### config.mk
export PLATFORM = sky130hd
export DESIGN_NAME = im_seq_flat
export DESIGN_NICKNAME = d
export VERILOG_FILES = /design/src/rtl/im_seq_pkg.sv /design/src/rtl/im_seq_if.sv /design/src/rtl/im_seq_timer.sv /design/src/rtl/im_seq.sv /design/src/flat_wrapper.sv
export SDC_FILE = /design/constraint.sdc
export NUM_CORES = 1
export LEC_CHECK = 0
export CELL_PAD_IN_SITES_DETAIL_PLACEMENT = 1
export CELL_PAD_IN_SITES_GLOBAL_PLACEMENT = 2
export CORE_MARGIN = 8
export CORE_UTILIZATION = 35
export CTS_CLUSTER_SIZE = 40
export DETAILED_ROUTE_END_ITERATION = 12
export GPL_TIMING_DRIVEN = 0
export PLACE_DENSITY = 0.87
export SETUP_SLACK_MARGIN = 0.02
export SLEW_MARGIN = 20
export SYNTH_ARGS = -nofsm -noshare
export SYNTH_HDL_FRONTEND = slang
export SYNTH_HIERARCHICAL = 1
export SYNTH_SLANG_ARGS = --single-unit
### constraint.sdc
create_clock -name clk -period 6.2 [get_ports clk]
set_input_delay 0.93 -clock clk [delete_from_list [all_inputs] [get_ports clk]]
set_output_delay 0.93 -clock clk [all_outputs]
set_load 0.01 [all_outputs]
### src/rtl/im_seq_pkg.sv
`default_nettype none
// ============================================================================
//  Module      : im_seq_pkg
//  Description : Shared definitions for the instruction sequencer: opcode
//                values, FSM state encoding, instruction field positions,
//                the WAIT_ALU timeout default and small field-extract helpers.
//  Revision    : 1.0 - initial release
// ============================================================================
package im_seq_pkg;

    localparam int INSTR_W         = 18;
    localparam int OP_W            = 3;
    localparam int REG_W           = 5;

    // Instruction layout: {op[17:15], dst[14:10], srca[9:5], srcb[4:0]}
    localparam int OP_LSB          = 15;
    localparam int DST_LSB         = 10;
    localparam int SRCA_LSB        = 5;
    localparam int SRCB_LSB        = 0;

    localparam int TIMEOUT_DEFAULT = 15;

    typedef logic [INSTR_W-1:0] instr_t;
    typedef logic [OP_W-1:0]    op_t;
    typedef logic [REG_W-1:0]   reg_idx_t;

    localparam op_t OP_NOP   = 3'd0;
    localparam op_t OP_LOAD  = 3'd1;
    localparam op_t OP_MOV   = 3'd2;
    localparam op_t OP_ALUC  = 3'd3;
    localparam op_t OP_ALUF  = 3'd4;
    localparam op_t OP_ALUCF = 3'd5;

    typedef enum logic [2:0] {
        ST_IDLE     = 3'd0,
        ST_DECODE   = 3'd1,
        ST_READ     = 3'd2,
        ST_WAIT_ALU = 3'd3,
        ST_WB1      = 3'd4,
        ST_WB2      = 3'd5
    } state_e;

    function automatic op_t instr_op(input instr_t i);
        return i[OP_LSB +: OP_W];
    endfunction

    function automatic reg_idx_t instr_dst(input instr_t i);
        return i[DST_LSB +: REG_W];
    endfunction

    function automatic reg_idx_t instr_srca(input instr_t i);
        return i[SRCA_LSB +: REG_W];
    endfunction

    function automatic reg_idx_t instr_srcb(input instr_t i);
        return i[SRCB_LSB +: REG_W];
    endfunction

    function automatic logic op_is_alu(input op_t op);
        return (op == OP_ALUC) || (op == OP_ALUF) || (op == OP_ALUCF);
    endfunction

    function automatic logic op_is_illegal(input op_t op);
        return op > OP_ALUCF;
    endfunction

endpackage
`default_nettype wire

### src/rtl/im_seq_if.sv
`default_nettype none
// ============================================================================
//  Module      : im_seq_if
//  Description : Bundle of the sequencer's instruction handshake, ALU
//                handshake and register-file / databus control signals.
//                master : instruction source, ALU and register-file side
//                slave  : the sequencer itself
//  Revision    : 1.0 - initial release
// ============================================================================
interface im_seq_if;
    import im_seq_pkg::*;

    logic     instr_valid;
    logic     instr_ready;
    instr_t   instr;
    logic     alu_start;
    logic     alu_done;
    reg_idx_t a_sel;
    reg_idx_t b_sel;
    logic     rd;
    reg_idx_t rd_sel;
    logic     wr;
    reg_idx_t wr_sel;
    logic     ld_en;
    logic     c_en;
    logic     f_en;
    logic     busy;
    logic     err;

    modport master (
        output instr_valid, instr, alu_done,
        input  instr_ready, alu_start, a_sel, b_sel, rd, rd_sel,
               wr, wr_sel, ld_en, c_en, f_en, busy, err
    );

    modport slave (
        input  instr_valid, instr, alu_done,
        output instr_ready, alu_start, a_sel, b_sel, rd, rd_sel,
               wr, wr_sel, ld_en, c_en, f_en, busy, err
    );
endinterface
`default_nettype wire

### src/rtl/im_seq_timer.sv
`default_nettype none
// ============================================================================
//  Module      : im_seq_timer
//  Description : Counts cycles spent in WAIT_ALU. The count is held at zero
//                whenever the FSM is outside WAIT_ALU, so it starts fresh on
//                every entry. expired is high during the TIMEOUT-th cycle.
//  Ports       : clk, rst_n  - clock, async active-low reset
//                run         - FSM is in WAIT_ALU this cycle
//                expired     - this is the last permitted WAIT_ALU cycle
//  Revision    : 1.0 - initial release
// ============================================================================
module im_seq_timer #(
    parameter int TIMEOUT = 15
) (
    input  logic clk,
    input  logic rst_n,
    input  logic run,
    output logic expired
);
    import im_seq_pkg::*;

    localparam int CNT_W = (TIMEOUT > 1) ? $clog2(TIMEOUT) : 1;

    logic [CNT_W-1:0] cnt_q, cnt_d;

    assign expired = run && (cnt_q == CNT_W'(TIMEOUT - 1));

    always_comb begin
        cnt_d = '0;
        if (run) begin
            // Saturate at the limit; the FSM leaves WAIT_ALU on expiry anyway.
            cnt_d = expired ? cnt_q : cnt_q + 1'b1;
        end
    end

    always_ff @(posedge clk or negedge rst_n) begin
        if (!rst_n) begin
            cnt_q <= '0;
        end else begin
            cnt_q <= cnt_d;
        end
    end
endmodule
`default_nettype wire

### src/rtl/im_seq.sv
`default_nettype none
// ============================================================================
//  Module      : im_seq
//  Description : Instruction sequencer driving a register file, a shared
//                databus and an ALU. Accepts one 18-bit instruction at a time
//                (NOP/LOAD/MOV/ALUC/ALUF/ALUCF) and walks it through
//                DECODE -> READ | WAIT_ALU -> WB1 -> WB2.
//  Ports       : clk, rst_n - clock, async active-low reset
//                bus        - im_seq_if.slave: instruction handshake,
//                             ALU start/done, operand selects, register-file
//                             rd/wr controls, databus enables, busy, err
//  Revision    : 1.0 - initial release
// ============================================================================
module im_seq #(
    parameter int TIMEOUT = im_seq_pkg::TIMEOUT_DEFAULT
) (
    input  logic    clk,
    input  logic    rst_n,
    im_seq_if.slave bus
);
    import im_seq_pkg::*;

    state_e   state_q, state_d;
    instr_t   instr_q, instr_d;
    op_t      next_op;
    logic     timeout_err;
    logic     in_wait;
    logic     tmr_expired;

    logic     instr_ready_q, instr_ready_d;
    logic     busy_q, busy_d;
    logic     alu_start_q, alu_start_d;
    logic     err_q, err_d;
    logic     rd_q, rd_d;
    logic     wr_q, wr_d;
    logic     ld_en_q, ld_en_d;
    logic     c_en_q, c_en_d;
    logic     f_en_q, f_en_d;
    reg_idx_t a_sel_q, a_sel_d;
    reg_idx_t b_sel_q, b_sel_d;
    reg_idx_t rd_sel_q, rd_sel_d;
    reg_idx_t wr_sel_q, wr_sel_d;

    assign in_wait = (state_q == ST_WAIT_ALU);

    im_seq_timer #(
        .TIMEOUT (TIMEOUT)
    ) u_timer (
        .clk     (clk),
        .rst_n   (rst_n),
        .run     (in_wait),
        .expired (tmr_expired)
    );

    // Next-state logic. alu_done is only looked at in WAIT_ALU.
    always_comb begin
        state_d     = state_q;
        instr_d     = instr_q;
        timeout_err = 1'b0;
        unique case (state_q)
            ST_IDLE: begin
                if (bus.instr_valid) begin
                    state_d = ST_DECODE;
                    instr_d = bus.instr;
                end
            end
            ST_DECODE: begin
                case (instr_op(instr_q))
                    OP_LOAD:                     state_d = ST_WB1;
                    OP_MOV:                      state_d = ST_READ;
                    OP_ALUC, OP_ALUF, OP_ALUCF:  state_d = ST_WAIT_ALU;
                    default:                     state_d = ST_IDLE;
                endcase
            end
            ST_WAIT_ALU: begin
                if (bus.alu_done) begin
                    state_d = ST_WB1;
                end else if (tmr_expired) begin
                    state_d     = ST_IDLE;
                    timeout_err = 1'b1;
                end
            end
            ST_READ: state_d = ST_IDLE;
            ST_WB1:  state_d = (instr_op(instr_q) == OP_ALUCF) ? ST_WB2 : ST_IDLE;
            ST_WB2:  state_d = ST_IDLE;
            default: state_d = ST_IDLE;
        endcase
    end

    // Outputs are decoded from the next state so that, once registered, they
    // line up exactly with the state they belong to. instr_d already holds
    // the instruction being accepted, so DECODE-cycle outputs are available.
    always_comb begin
        next_op       = instr_op(instr_d);
        instr_ready_d = (state_d == ST_IDLE);
        busy_d        = (state_d != ST_IDLE);
        alu_start_d   = (state_d == ST_DECODE) && op_is_alu(next_op);
        err_d         = timeout_err ||
                        ((state_d == ST_DECODE) && op_is_illegal(next_op));
        a_sel_d       = busy_d ? instr_srca(instr_d) : '0;
        b_sel_d       = busy_d ? instr_srcb(instr_d) : '0;
        rd_d          = (state_d == ST_READ);
        rd_sel_d      = rd_d ? instr_srca(instr_d) : '0;
        wr_d          = (state_d == ST_READ) || (state_d == ST_WB1) ||
                        (state_d == ST_WB2);
        wr_sel_d      = '0;
        if ((state_d == ST_READ) || (state_d == ST_WB1)) begin
            wr_sel_d = instr_dst(instr_d);
        end else if (state_d == ST_WB2) begin
            wr_sel_d = instr_dst(instr_d) + 5'd1;   // wraps 31 -> 0
        end
        ld_en_d       = (state_d == ST_WB1) && (next_op == OP_LOAD);
        c_en_d        = (state_d == ST_WB1) &&
                        ((next_op == OP_ALUC) || (next_op == OP_ALUCF));
        f_en_d        = ((state_d == ST_WB1) && (next_op == OP_ALUF)) ||
                        (state_d == ST_WB2);
    end

    always_ff @(posedge clk or negedge rst_n) begin
        if (!rst_n) begin
            state_q       <= ST_IDLE;
            instr_q       <= '0;
            instr_ready_q <= 1'b1;
            busy_q        <= 1'b0;
            alu_start_q   <= 1'b0;
            err_q         <= 1'b0;
            rd_q          <= 1'b0;
            wr_q          <= 1'b0;
            ld_en_q       <= 1'b0;
            c_en_q        <= 1'b0;
            f_en_q        <= 1'b0;
            a_sel_q       <= '0;
            b_sel_q       <= '0;
            rd_sel_q      <= '0;
            wr_sel_q      <= '0;
        end else begin
            state_q       <= state_d;
            instr_q       <= instr_d;
            instr_ready_q <= instr_ready_d;
            busy_q        <= busy_d;
            alu_start_q   <= alu_start_d;
            err_q         <= err_d;
            rd_q          <= rd_d;
            wr_q          <= wr_d;
            ld_en_q       <= ld_en_d;
            c_en_q        <= c_en_d;
            f_en_q        <= f_en_d;
            a_sel_q       <= a_sel_d;
            b_sel_q       <= b_sel_d;
            rd_sel_q      <= rd_sel_d;
            wr_sel_q      <= wr_sel_d;
        end
    end

    assign bus.instr_ready = instr_ready_q;
    assign bus.busy        = busy_q;
    assign bus.alu_start   = alu_start_q;
    assign bus.err         = err_q;
    assign bus.rd          = rd_q;
    assign bus.rd_sel      = rd_sel_q;
    assign bus.wr          = wr_q;
    assign bus.wr_sel      = wr_sel_q;
    assign bus.ld_en       = ld_en_q;
    assign bus.c_en        = c_en_q;
    assign bus.f_en        = f_en_q;
    assign bus.a_sel       = a_sel_q;
    assign bus.b_sel       = b_sel_q;
endmodule
`default_nettype wire

### src/flat_wrapper.sv
// flat-port wrapper written by rule: the top's interface ports become plain ports
module im_seq_flat import im_seq_pkg::*;
#(
    parameter int TIMEOUT = im_seq_pkg::TIMEOUT_DEFAULT
)
  (clk, rst_n, bus_instr_valid, bus_instr, bus_alu_done, bus_instr_ready, bus_alu_start, bus_a_sel, bus_b_sel, bus_rd, bus_rd_sel, bus_wr, bus_wr_sel, bus_ld_en, bus_c_en, bus_f_en, bus_busy, bus_err);
  im_seq_if bus_i ();
  input  logic clk;
  input  logic rst_n;
  input wire logic [$bits(bus_i.instr_valid)-1:0] bus_instr_valid;
  input wire logic [$bits(bus_i.instr)-1:0] bus_instr;
  input wire logic [$bits(bus_i.alu_done)-1:0] bus_alu_done;
  output wire logic [$bits(bus_i.instr_ready)-1:0] bus_instr_ready;
  output wire logic [$bits(bus_i.alu_start)-1:0] bus_alu_start;
  output wire logic [$bits(bus_i.a_sel)-1:0] bus_a_sel;
  output wire logic [$bits(bus_i.b_sel)-1:0] bus_b_sel;
  output wire logic [$bits(bus_i.rd)-1:0] bus_rd;
  output wire logic [$bits(bus_i.rd_sel)-1:0] bus_rd_sel;
  output wire logic [$bits(bus_i.wr)-1:0] bus_wr;
  output wire logic [$bits(bus_i.wr_sel)-1:0] bus_wr_sel;
  output wire logic [$bits(bus_i.ld_en)-1:0] bus_ld_en;
  output wire logic [$bits(bus_i.c_en)-1:0] bus_c_en;
  output wire logic [$bits(bus_i.f_en)-1:0] bus_f_en;
  output wire logic [$bits(bus_i.busy)-1:0] bus_busy;
  output wire logic [$bits(bus_i.err)-1:0] bus_err;
  assign bus_i.instr_valid = bus_instr_valid;
  assign bus_i.instr = bus_instr;
  assign bus_i.alu_done = bus_alu_done;
  assign bus_instr_ready = bus_i.instr_ready;
  assign bus_alu_start = bus_i.alu_start;
  assign bus_a_sel = bus_i.a_sel;
  assign bus_b_sel = bus_i.b_sel;
  assign bus_rd = bus_i.rd;
  assign bus_rd_sel = bus_i.rd_sel;
  assign bus_wr = bus_i.wr;
  assign bus_wr_sel = bus_i.wr_sel;
  assign bus_ld_en = bus_i.ld_en;
  assign bus_c_en = bus_i.c_en;
  assign bus_f_en = bus_i.f_en;
  assign bus_busy = bus_i.busy;
  assign bus_err = bus_i.err;
  im_seq #(.TIMEOUT(TIMEOUT)) u_core (.clk(clk), .rst_n(rst_n), .bus(bus_i));
endmodule
# ---- After elaboration in Yosys (flattened, before gate mapping)
# Cells that the tools add are included.
dict set report word_totals {
  register_bits 54
  latchBits 0
  ram_bits 0
  romBits 0
  inputBits 22
  output_inout_bits 29
  wordCells 72
  memories 0
}
dict set report op_classes {
  add_sub_neg 2
  multipliers 0
  div_mod_pow 0
  magnitude_cmp 1
  eq_ne 18
  shift 0
  muxes 18
  bitwise 0
  n_reduce_logical 17
}
# op count
set ops {}
lappend ops {{2-to-1 mux 18 bit} 2}
lappend ops {{2-to-1 mux 5 bit} 5}
lappend ops {{== test 3 bit (second input constant)} 7}
lappend ops {{== test 3 x 2 -> 1 bit (second input constant)} 5}
lappend ops {{== test 3 x 1 -> 1 bit (second input constant)} 4}
lappend ops {{2-to-1 mux 3 bit} 4}
lappend ops {{case mux 3 bit (4 select lines)} 1}
lappend ops {{case mux 3 bit (3 select lines)} 1}
lappend ops {{2-to-1 mux 4 bit} 2}
lappend ops {{logical OR 1 bit} 7}
lappend ops {{logical AND 1 bit} 6}
lappend ops {{logical NOT 3 bit} 2}
lappend ops {{adder 5 x 1 -> 5 bit (second input constant)} 1}
lappend ops {{adder 4 x 1 -> 4 bit (second input constant)} 1}
lappend ops {{== test 4 bit (second input constant)} 1}
lappend ops {{> comparator 3 bit (second input constant)} 1}
lappend ops {{2-to-1 mux 1 bit} 3}
lappend ops {{nonzero test 3 bit} 1}
lappend ops {{OR reduction 3 bit} 1}
lappend ops {{inequality test 2 bit (second input constant)} 1}

# ---- Logic depth before layout (Yosys ltp)
# Gate-level depths: netlist (run 1).
dict set report depth {
  depth_word 8
  ltp_mapped 10
}

# ---- Modules after synthesis
# The synthesis (run 1) kept the hierarchy.
# module instances cells_each area_each_um2
set modules_own_cells {}
lappend modules_own_cells {im_seq 1 164 2057.0}
lappend modules_own_cells {im_seq_timer 1 22 226.5}

# ---- Worst setup path after synthesis (run 1)
# Ideal clock, no wire load.
dict set report synth_timing {
  kind {input-to-reg}
  startpoint {input bus_instr_valid}
  endpoint {register u_core.wr_sel_q[4] (netlist: u_core/bus.wr_sel[4])}
  setup_ns 0.131
  t_arrival_ns 2.462
  required_time_ns 6.069
  path_slack_ns 3.607
  stages 9
  n_path_buf 1
  cell_sequence {nor4b_4 buf_4 mux2i_1 inv_1 ha_1 nand3_1 mux2i_1 xor2_1 o22ai_1}
}
dict set report synth_via {
  elab_chain_len 5
  elab_cells_between_ends 11
  cone_classes {1 x add/sub; 3 x eq/ne; 6 x mux; 1 x reduce/logical}
}
# element line
set synth_rtl {}
lappend synth_rtl {{start: declaration} flat_wrapper.sv:10} ;# input wire logic [$bits(bus_i.instr_valid)-1:0] bus_instr_valid;
lappend synth_rtl {{2-to-1 mux 18 bit} im_seq.sv:62} ;# if (bus.instr_valid) begin
lappend synth_rtl {{2-to-1 mux 18 bit} im_seq.sv:60} ;# unique case (state_q)
lappend synth_rtl {{net u_core.instr_d[11]} im_seq.sv:24} ;# instr_t instr_q, instr_d;
lappend synth_rtl {{adder 5 x 1 -> 5 bit} im_seq.sv:110} ;# wr_sel_d = instr_dst(instr_d) + 5'd1;
lappend synth_rtl {{2-to-1 mux 5 bit} im_seq.sv:109} ;# end else if (state_d == ST_WB2) begin
lappend synth_rtl {{2-to-1 mux 5 bit} im_seq.sv:107} ;# if ((state_d == ST_READ) || (state_d == ST_WB1)) begin
lappend synth_rtl {{net u_core.wr_sel_d[4]} im_seq.sv:42} ;# reg_idx_t wr_sel_q, wr_sel_d;
lappend synth_rtl {{end signal: assignment} im_seq.sv:151} ;# wr_sel_q <= wr_sel_d;
lappend synth_rtl {{end: declaration} im_seq.sv:42}
# The timed path passes the listed nets, and every way through them passes these cells.
# A chain may end at the register's enable or synchronous reset.

# ---- Final worst setup path (run 1)
# Ends and elaborated chain as after synthesis.

==> metrics.cfg, run 1 <==
[status]
outcome=finished, final reports clean

[clock_network]
clockRootBuffer=clkbuf_8
postCtsHoldBufs=0
clock_sinks=54
clk_latency_ns=0.31
post_cts_resized=0
numCtsBuffers=5
cts_tree=yes
clkTransAtPathRegs_ns=0.10
post_cts_buffers=0
cts_max_path_buffers=2
htreeDepth=2

[power_and_ir_drop]
vdd_drop_max_mv=0.224
p_leak_nw=1.31
finalPower_mw=1.43
cellPowerDensity_nw_per_um2=479

[yosys]
avgSynthCellArea_sq_um=12.3
syn-cell-area_sq_um=2280
synth_nets=211
seq_area_frac_synth_pct=59.2
yosys.cell_types.count=45
yosys_register_bits=54
synthTopCellsByCount=dfrtp_1 (53), mux2i_1 (13), inv_1 (10), mux2_2 (10), nand2_1 (10)
synth_edf_count=0
synthCells=186
synth.area.top_cells=dfrtp_1 (58%), mux2i_1 (5.7%), mux2_2 (4.9%)
synth.largest_area_cell=dfrtp_1
synth_top_cell_area_share_pct=58.1
yosysWarnings=6
yosysMostFrequentCell=dfrtp_1
synthArstFlopShare_pct=100
synth-main-ff-cell=dfrtp_1

[timing]
slew_headroom_pct=44.1
fmax_ghz=0.317
finalMaxSlewViolations=0
fin_tns_setup_ns=0
hold_viol=0
worst_pin_slew_ns=0.831
fin_crit_ns=3.15
fin_crit_sh_pct=50.9
rsz0062_at_grt=no
skew_ns=0.0104
setup_viol=0

[worst_setup_path]
required_ns=6.38
crit_fanout=10
critPathArrivalTime_ns=3.34
endpoint_kind=register
cp-start-kind=input pin
crit_type=in -> reg

[global_routing]
grt_overflow_total=0
track_usage_pct=11.7
grt_antenna_before_repair=0
grt_pass1_wl_mm=9.13
grt_start_max_net_pins=55
grt_pass1_vias=1828

[finish]
final_cells=321
utilization_pct=47.4
stdcell_area_sq_um=2990
layout-drive-gt1-share_pct=14.3
multiInputGateArea_sq_um=837
nets=268
ff_latch_area_sq_um=1350
num_antenna_cells=0
syn2layout_area_growth_pct=31.0
nFillCells=707

[min_path]
hp-class=reg -> reg

[routing]
vias=1600
drt_iter0_markers=22
antenna_left=0
routed_via_density=4.98
wirelength_mm=5.32
drtPass1Iterations=4
drcViolationCount=0
wl_per_cell_um=16.6

[floorplanning]
ios=51
fp.dieArea_sq_um=9360
initial_core_util_pct=36.2
coreArea_sq_um=6310
num_rows=29
dieHeight_um=96.8
die_w_um=96.8

[placement]
place_area_sq_um=2880
dpl.cell_count=313
dpl.hpwl_mm=3.79
portBuffers=50
place.gp.congestion=0.768

[job]
max_cap_viol_count=0

state kept, by name, indices dropped and copies added, names as in the netlist:
| register | cells |
|---|---|
| u_core/bus.err | 1 |
| u_core/bus.busy | 1 |
| u_core/bus.b_sel | 5 |
| u_core/bus.alu_start | 1 |
| u_core/bus.ld_en | 1 |
| u_core/bus.rd | 1 |
| u_core/bus.a_sel | 5 |
| u_core/bus.c_en | 1 |
| u_core/bus.rd_sel | 5 |
| u_core/bus.instr_ready | 1 |
| u_core/u_timer/cnt_q | 4 |
| u_core/bus.f_en | 1 |
| u_core/bus.wr | 1 |
| u_core/bus.wr_sel | 5 |
| u_core/instr_q | 18 |
| u_core/state_q | 3 |
kinds of logic (layout without fill, tap and decap cells):
group           after synthesis  count (layout)  synth area share, %
flops                        54              54                 59.2
simple gates                 52              52                 13.8
compound gates               30              30                 9.10
mux                          23              23                 10.6
buf+inv                      20              78                 4.11
xor+xnor                      4               4                 1.53
fa+ha+maj                     3               3                 1.64
through the flow:
stage / worst slack, ns / hold slack [ns]
finish: 3.05 / 0.501
global route: 2.85 / 0.524
CTS: 3.02 / 0.504
detailed placement: 2.71 / 0.481
global placement: 2.51 / 0.476
floorplan: 3.61 / 0.465
cell type report:
class | count | area share [%]
tap | 77 | 3.22
inverter | 11 | 1.38
clock inverter | 3 | 1.46
multi-input combinational | 112 | 28.0
sequential | 54 | 45.2
timing repair buffer | 50 | 16.7
clock buffer | 5 | 2.30
buffer | 9 | 1.76
layout by cell type (no fill, tap or decap), types with 2 or more instances in the layout:
cell             synthesis  routed
o21ai_0                  2       2
nor2_1                   4       4
buf_2                    3       3
a31oi_1                  2       2
nand2_1                 10      10
clkbuf_1                 3       3
o22ai_1                  2       2
buf_4                    2       3
nor4_1                   3       3
a21boi_0                 6       6
ha_1                     3       3
clkdlybuf4s50_1          0      49
nand3_1                  5       5
nand3b_1                 3       3
inv_1                   10      10
nand2b_1                 7       7
mux2i_1                 13      13
mux2_2                  10      10
dfrtp_1                 53      53
clkbuf_8                 0       5
nor3b_1                  2       2
a21oi_1                  8       8
xor2_1                   4       4
nor3_1                   7       7
and2_1                   2       2
critical path, cell delays in order:
cell	delay [ns]
clkdlybuf4s50_1	0.48
nor4b_4	0.58
buf_4	0.32
mux2i_1	0.25
inv_1	0.08
ha_1	0.25
nand3_1	0.11
mux2i_1	0.09
xor2_1	0.15
o22ai_1	0.10
power by group:
| part | leakage (nW) | switching, mW | internal [mW] | total, mW |
|---|---|---|---|---|
| combinational | 0.567 | 0.331 | 0.312 | 0.642 |
| sequential | 0.688 | 0.0577 | 0.491 | 0.549 |
| clock | 0.0585 | 0.120 | 0.121 | 0.241 |
| total | 1.31 | 0.508 | 0.924 | 1.43 |
path summary, 6_finish.rpt:
kind / startpoint / end / slack, ns / cells after the start
min: u_core/instr_q[2]$_DFF_PN0_ / u_core/instr_q[2]$_DFF_PN0_ / 0.50 / 1
max in group asynchronous: rst_n / u_core/bus.err$_DFF_PN0_ / 5.09 / 1
max reg2reg: u_core/u_timer/cnt_q[0]$_DFFE_PN0P_ / u_core/bus.rd_sel[2]$_DFF_PN0_ / 3.40 / 8
min reg2reg: u_core/instr_q[2]$_DFF_PN0_ / u_core/instr_q[2]$_DFF_PN0_ / 0.50 / 1
max: bus_instr_valid / u_core/bus.wr_sel[4]$_DFF_PN0_ / 3.05 / 10
min in group asynchronous: rst_n / u_core/bus.b_sel[2]$_DFF_PN0_ / 0.65 / 1
layer usage:
| layer | vias up | share of wire [%] | GRT usage, % |
|---|---|---|---|
| met5 | - | 0 | 0 |
| met2 | 32 | 51 | 20.0 |
| met4 | 0 | 1.3 | 3.91 |
| met3 | 6 | 4.5 | 3.13 |
| li1 | 763 | - | - |
| met1 | 799 | 43 | 13.7 |
No activity file was read; power rests on OpenSTA's default activity.
==> run 2, diff against run 1 <==
--- a/config.mk
+++ b/config.mk
@@ -8,11 +8,11 @@
 export CELL_PAD_IN_SITES_DETAIL_PLACEMENT = 1
 export CELL_PAD_IN_SITES_GLOBAL_PLACEMENT = 2
 export CORE_MARGIN = 8
-export CORE_UTILIZATION = 35
+export CORE_UTILIZATION = 32
 export CTS_CLUSTER_SIZE = 40
 export DETAILED_ROUTE_END_ITERATION = 12
 export GPL_TIMING_DRIVEN = 0
-export PLACE_DENSITY = 0.87
+export PLACE_DENSITY = 0.8
 export SETUP_SLACK_MARGIN = 0.02
 export SLEW_MARGIN = 20
 export SYNTH_ARGS = -nofsm -noshare
==> constraint.sdc (replaced) <==
create_clock -name clk -period 3 [get_ports clk]
set_input_delay 0.45 -clock clk [delete_from_list [all_inputs] [get_ports clk]]
set_output_delay 0.45 -clock clk [all_outputs]
set_load 0.01 [all_outputs]
==> run 2 against run 1 <==
Compared with the run above:
- die area increased by 7.8%
- non-clock buffer count is the same
- sequential power grew 110%
- global-route usage down 0.16 points
- critical path type is now reg -> reg
==> metrics.cfg, run 2 (synthesized netlist as in run 1, its figures left out) <==
[status]
outcome=finished, final reports clean

[worst_setup_path]
required_ns=3.23  ; -3.15 ns
critPathArrivalTime_ns=2.92  ; -0.42 ns
cp-start-kind=register
r2r_end=u_core/bus.rd_sel[3]$_DFF_PN0_
crit_fanout=10  ; unchanged
endpoint_kind=register
crit_type=reg -> reg
r2r_cells=8  ; unchanged
r2r-start=u_core/u_timer/cnt_q[0]$_DFFE_PN0P_
reg2reg_slack_ns=0.30  ; -3.10 ns

[routing]
drtPass1Iterations=4  ; unchanged
drt_iter0_markers=31  ; +41%
wl_per_cell_um=16.0  ; -3.4%
wirelength_mm=5.44  ; +2.3%
vias=1594  ; -0.38%
routed_via_density=4.69  ; -5.9%
drcViolationCount=0  ; unchanged
antenna_left=0  ; unchanged

[timing]
fin_ws_ns=0.305  ; -2.74 ns
rsz0062_at_grt=no
finalMaxSlewViolations=0  ; unchanged
fin_crit_sh_pct=89.8
fin_crit_ns=2.70
worst_pin_slew_ns=0.888  ; +0.0573 ns
fmax_ghz=0.371
hold_viol=0  ; unchanged
slew_headroom_pct=40.3  ; -3.9 points
skew_ns=0.00696  ; -0.00344 ns
setup_viol=0  ; unchanged

[finish]
layout-drive-gt1-share_pct=14.3  ; unchanged
syn2layout_area_growth_pct=32.4
final_cell_mix=dfrtp_1 (53), clkdlybuf4s50_1 (49), mux2i_1 (13)
utilization_pct=44.0  ; -3.4 points
largest_reg_flops=18  ; unchanged
largest-register=u_core/instr_q
nFillCells=740  ; +4.7%
nets=268  ; unchanged
num_antenna_cells=0  ; unchanged
layout_commonest_cell=dfrtp_1
final_cells=340  ; +5.9%

[floorplanning]
num_rows=30  ; +3.4%
fp.dieArea_sq_um=10100  ; +7.8%
die_w_um=100  ; +3.8%
dieHeight_um=100  ; +3.8%
initial_core_util_pct=33.2  ; -2.9 points
coreArea_sq_um=6870  ; +8.8%
ios=51  ; unchanged

[power_and_ir_drop]
p_leak_nw=1.32  ; +0.25%
vdd_drop_max_mv=0.425  ; +90%
cellPowerDensity_nw_per_um2=986  ; +110%

[global_routing]
grt_pass1_vias=1845  ; +0.93%
grt_start_max_net_pins=55  ; unchanged
grt_antenna_before_repair=0  ; unchanged
grt_pass1_wl_mm=9.27  ; +1.5%
track_usage_pct=11.5  ; -0.16 points
grt_overflow_total=0  ; unchanged

[clock_network]
clkTransAtPathRegs_ns=0.10  ; about the same
clockRootBuffer=clkbuf_8
post_cts_buffers=0  ; unchanged
post_cts_resized=0  ; unchanged
cts_tree=yes
cts_max_path_buffers=2  ; unchanged
postCtsHoldBufs=0  ; unchanged
clk_latency_ns=0.30  ; about the same
clock_sinks=54  ; unchanged
numCtsBuffers=5  ; unchanged
htreeDepth=2  ; unchanged

[placement]
dpl.hpwl_mm=3.94  ; +4.0%
portBuffers=50  ; unchanged
dpl.cell_count=332  ; +6.1%
pre_cts_ws_ns=-0.0198  ; -2.73 ns
place.gp.congestion=0.731  ; -4.8%

[job]
max_cap_viol_count=0  ; unchanged

[min_path]
hp-class=in -> async

==> run 2: changes by cell type in the layout (fill, tap and decap cells not counted) <==
cell / change
clkbuf_8: +1
clkinv_2: -1
==> run 2: metal layers <==
metal	global-route usage, %	share of wire, %	wire [um]
met3	1.73	3.0	161
met4	4.19	1.2	63
met1	14.3	46	2490
met5	0	0	0
met2	19.7	50	2730
==> run 2: worst max-delay path, cell delays in order, from the launching register on <==
cell and delay, ns:
dfrtp_1 0.44, inv_2 0.06, ha_1 0.21, and3_2 0.25
and2_1 0.19, nor4_1 0.64, nor2_1 0.36, buf_2 0.28
nor3_1 0.19
==> run 2: stage by stage <==
| stage | hold WS, ns | power, mW | cell area, sq um | TNS, ns |
|---|---|---|---|---|
| 2_1_floorplan | 0.154 | 1.95 | 2280 | 0 |
| 3_3_place_gp | 0.475 | 2.47 | 2900 | -13.60 |
| 3_5_place_dp | 0.481 | 2.50 | 2900 | -0.0198 |
| 4_1_cts | 0.209 | 3.03 | 3020 | 0 |
| 5_1_grt | 0.233 | 3.20 | 3020 | 0 |
| 6_report | 0.187 | 2.98 | 3020 | 0 |
==> run 2: cell type report <==
| class | instances | area, sq um | share of cell area (%) |
|---|---|---|---|
| buffer | 9 | 52.6 | 1.74 |
| inverter | 11 | 41.3 | 1.37 |
| multi-input combinational | 112 | 837 | 27.7 |
| clock buffer | 6 | 82.6 | 2.73 |
| tap | 96 | 120 | 3.97 |
| clock inverter | 2 | 38.8 | 1.28 |
| sequential | 54 | 1350 | 44.7 |
| timing repair buffer | 50 | 498 | 16.5 |
==> run 2: report_power, final <==
group	total (mW)	internal [mW]	switching (mW)
logic	1.32	0.644	0.680
registers	1.14	1.02	0.125
clock network	0.516	0.275	0.241
total	2.98	1.93	1.05
==> run 2: worst max path at each step <==
stage	from	to	slack, ns	depth (start not counted)
6_report	u_core/u_timer/cnt_q[0]$_DFFE_PN0P_	u_core/bus.rd_sel[3]$_DFF_PN0_	0.30	8
5_1_grt	u_core/u_timer/cnt_q[0]$_DFFE_PN0P_	u_core/bus.rd_sel[3]$_DFF_PN0_	0.10	8
4_1_cts	u_core/u_timer/cnt_q[0]$_DFFE_PN0P_	u_core/bus.rd_sel[2]$_DFF_PN0_	0.29	8
3_5_place_dp	bus_instr_valid	u_core/bus.wr_sel[4]$_DFF_PN0_	-0.02	10
3_3_place_gp	rst_n	u_core/u_timer/cnt_q[2]$_DFFE_PN0P_	-0.26	1
2_1_floorplan	u_core/state_q[0]$_DFF_PN0_	u_core/bus.wr_sel[4]$_DFF_PN0_	0.77	10
==> run 3, diff against run 2 <==
--- a/config.mk
+++ b/config.mk
@@ -12,9 +12,9 @@
 export CTS_CLUSTER_SIZE = 40
 export DETAILED_ROUTE_END_ITERATION = 12
 export GPL_TIMING_DRIVEN = 0
-export PLACE_DENSITY = 0.8
+export PLACE_DENSITY = 0.74
 export SETUP_SLACK_MARGIN = 0.02
-export SLEW_MARGIN = 20
+export SLEW_MARGIN = 40
 export SYNTH_ARGS = -nofsm -noshare
 export SYNTH_HDL_FRONTEND = slang
 export SYNTH_HIERARCHICAL = 1
==> run 3 against run 2 <==
Compared with the run above:
- die area is the same
- flip-flop and latch count stayed put
- highest routed layer unchanged
- combinational power is 3% higher
==> metrics.cfg, run 3 (synthesized netlist as in run 1, its figures left out) <==
[status]
outcome=finished, final reports clean

[finish]
final_cell_mix=dfrtp_1 (53), clkdlybuf4s50_1 (49), mux2i_1 (13)
layout_commonest_cell=dfrtp_1
largest-register=u_core/instr_q
layout-drive-gt1-share_pct=15.1  ; +0.76 points
syn2layout_area_growth_pct=33.3
nFillCells=742  ; +0.27%
largest_reg_flops=18  ; unchanged
nets=269  ; +0.37%
num_antenna_cells=0  ; unchanged
stdcell_area_sq_um=3040  ; +0.70%

[global_routing]
grt_pass1_vias=1789  ; -3.0%
grt_overflow_total=0  ; unchanged
grt_pass1_wl_mm=9.49  ; +2.4%
grt_start_max_net_pins=37  ; -33%
grt_antenna_before_repair=0  ; unchanged
track_usage_pct=12.0  ; +0.45 points

[clock_network]
cts_tree=yes
htreeDepth=2  ; unchanged
clockRootBuffer=clkbuf_8
clock_sinks=54  ; unchanged
numCtsBuffers=5  ; unchanged
postCtsHoldBufs=0  ; unchanged
clkTransAtPathRegs_ns=0.09  ; about the same
post_cts_resized=0  ; unchanged
post_cts_buffers=0  ; unchanged
cts_max_path_buffers=2  ; unchanged
clk_latency_ns=0.31  ; about the same

[timing]
fin_crit_sh_pct=89.5  ; -0.39 points
worst_pin_slew_ns=0.761  ; -0.127 ns
slew_headroom_pct=49.1  ; +8.8 points
rsz0062_at_grt=no
skew_ns=0.00596  ; -0.00100 ns
fin_crit_ns=2.68  ; -0.0117 ns
finalMaxSlewViolations=0  ; unchanged
fmax_ghz=0.373  ; +0.44%
whs_ns=0.0111  ; -0.176 ns
setup_viol=0  ; unchanged
hold_viol=0  ; unchanged

[routing]
drtPass1Iterations=4  ; unchanged
antenna_left=0  ; unchanged
drcViolationCount=0  ; unchanged
wirelength_mm=5.71  ; +4.9%
vias=1611  ; +1.1%
routed_via_density=4.72  ; +0.77%
drt_iter0_markers=25  ; -19%
wl_per_cell_um=16.7  ; +4.5%

[min_path]
hp-class=in -> async

[worst_setup_path]
reg2reg_slack_ns=0.36  ; +0.06 ns
path_common_cell=mux2i_1
endpoint_kind=register
path_cells=clkdlybuf4s50_1, nor4b_4, buf_4, mux2i_1, inv_1, ha_1, nand3_1, mux2i_1, xor2_1, o22ai_1
worst_path_max_delay_cell=nor4b_4
cp.buffers_inverters=3  ; +1
slowest_delay_ns=0.58  ; -0.06 ns
critPathArrivalTime_ns=2.86  ; -0.06 ns
cp-start-kind=input pin
crit_type=in -> reg
cpLargestDelayFamily=buffers and inverters
crit_fanout=10  ; unchanged
required_ns=3.17  ; -0.06 ns

[floorplanning]
die_w_um=100  ; unchanged
ios=51  ; unchanged
num_rows=30  ; unchanged
dieHeight_um=100  ; unchanged
initial_core_util_pct=33.2  ; unchanged
coreArea_sq_um=6870  ; unchanged
fp.dieArea_sq_um=10100  ; unchanged

[power_and_ir_drop]
p_leak_nw=1.32  ; about the same
cellPowerDensity_nw_per_um2=979  ; -0.66%
vdd_drop_max_mv=0.425  ; -0.13%

[placement]
place.gp.congestion=0.733  ; +0.26%
portBuffers=50  ; unchanged
place_area_sq_um=2920  ; +0.69%
dpl.hpwl_mm=4.16  ; +5.6%

[job]
max_cap_viol_count=0  ; unchanged

[run 3: cell count changes in the layout (fill, tap and decap cells not counted)]
cell / previous run / this run
inv_6: 1 / 0
nor4_2: 0 / 2
nor4_1: 3 / 1
buf_12: 0 / 1
clkbuf_8: 6 / 5
clkbuf_1: 3 / 4
clkinvlp_4: 0 / 1
[run 3: worst paths after layout]
path,startpoint,end,cells past startpoint
worst max-delay path,bus_instr_valid,u_core/bus.wr_sel[4]$_DFF_PN0_,10
worst min-delay path,rst_n,u_core/bus.wr_sel[3]$_DFF_PN0_,1
worst max register to register,u_core/state_q[1]$_DFF_PN0_,u_core/bus.b_sel[1]$_DFF_PN0_,7
worst min register to register,u_core/instr_q[1]$_DFF_PN0_,u_core/instr_q[1]$_DFF_PN0_,1
max in group asynchronous,rst_n,u_core/bus.instr_ready$_DFF_PN1_,2
min in group clk,u_core/instr_q[1]$_DFF_PN0_,u_core/instr_q[1]$_DFF_PN0_,1
[run 3: power breakdown]
part	switching [mW]	internal [mW]
logic	0.710	0.648
clock network	0.239	0.249
registers	0.120	1.01
[run 3: metal layers]
metal	track usage, %	vias up	share of wire, %
met2	19.4	32	47
met5	0	-	0
met3	4.56	5	7.0
li1	-	766	-
met4	4.53	0	1.1
met1	14.0	808	45
[run 3: metrics by stage]
step | std cells | power [mW] | utilization, % | worst slack (ns) | setup TNS, ns
5_1_grt | 341 | 3.21 | 44.3 | 0.0594 | 0
6_report | 341 | 2.98 | 44.3 | 0.316 | 0
2_1_floorplan | 186 | 1.95 | - | 0.770 | 0
4_1_cts | 341 | 3.03 | 44.1 | 0.149 | 0
3_3_place_gp | 332 | 2.48 | 42.3 | -0.280 | -14.62
3_5_place_dp | 333 | 2.52 | 42.5 | -0.0228 | -0.0228
[run 3: area by class of cell]
| cell class | count | area, sq um | share of cell area, % |
|---|---|---|---|
| tap | 96 | 120 | 3.95 |
| multi-input combinational | 112 | 850 | 27.9 |
| clock buffer | 6 | 72.6 | 2.38 |
| inverter | 11 | 41.3 | 1.36 |
| clock inverter | 2 | 37.5 | 1.23 |
| buffer | 9 | 52.6 | 1.73 |
| sequential | 54 | 1350 | 44.4 |
| timing repair buffer | 51 | 518 | 17.0 |
[run 3: worst register-to-register path: cells and delay by family (launching register included)]
family / cells / cell delay [ns]
AO/OA/AOI/OAI: 1 / 0.18
flip-flops: 1 / 0.52
AND/OR/NAND/NOR: 5 / 1.33
buffers and inverters: 1 / 0.46
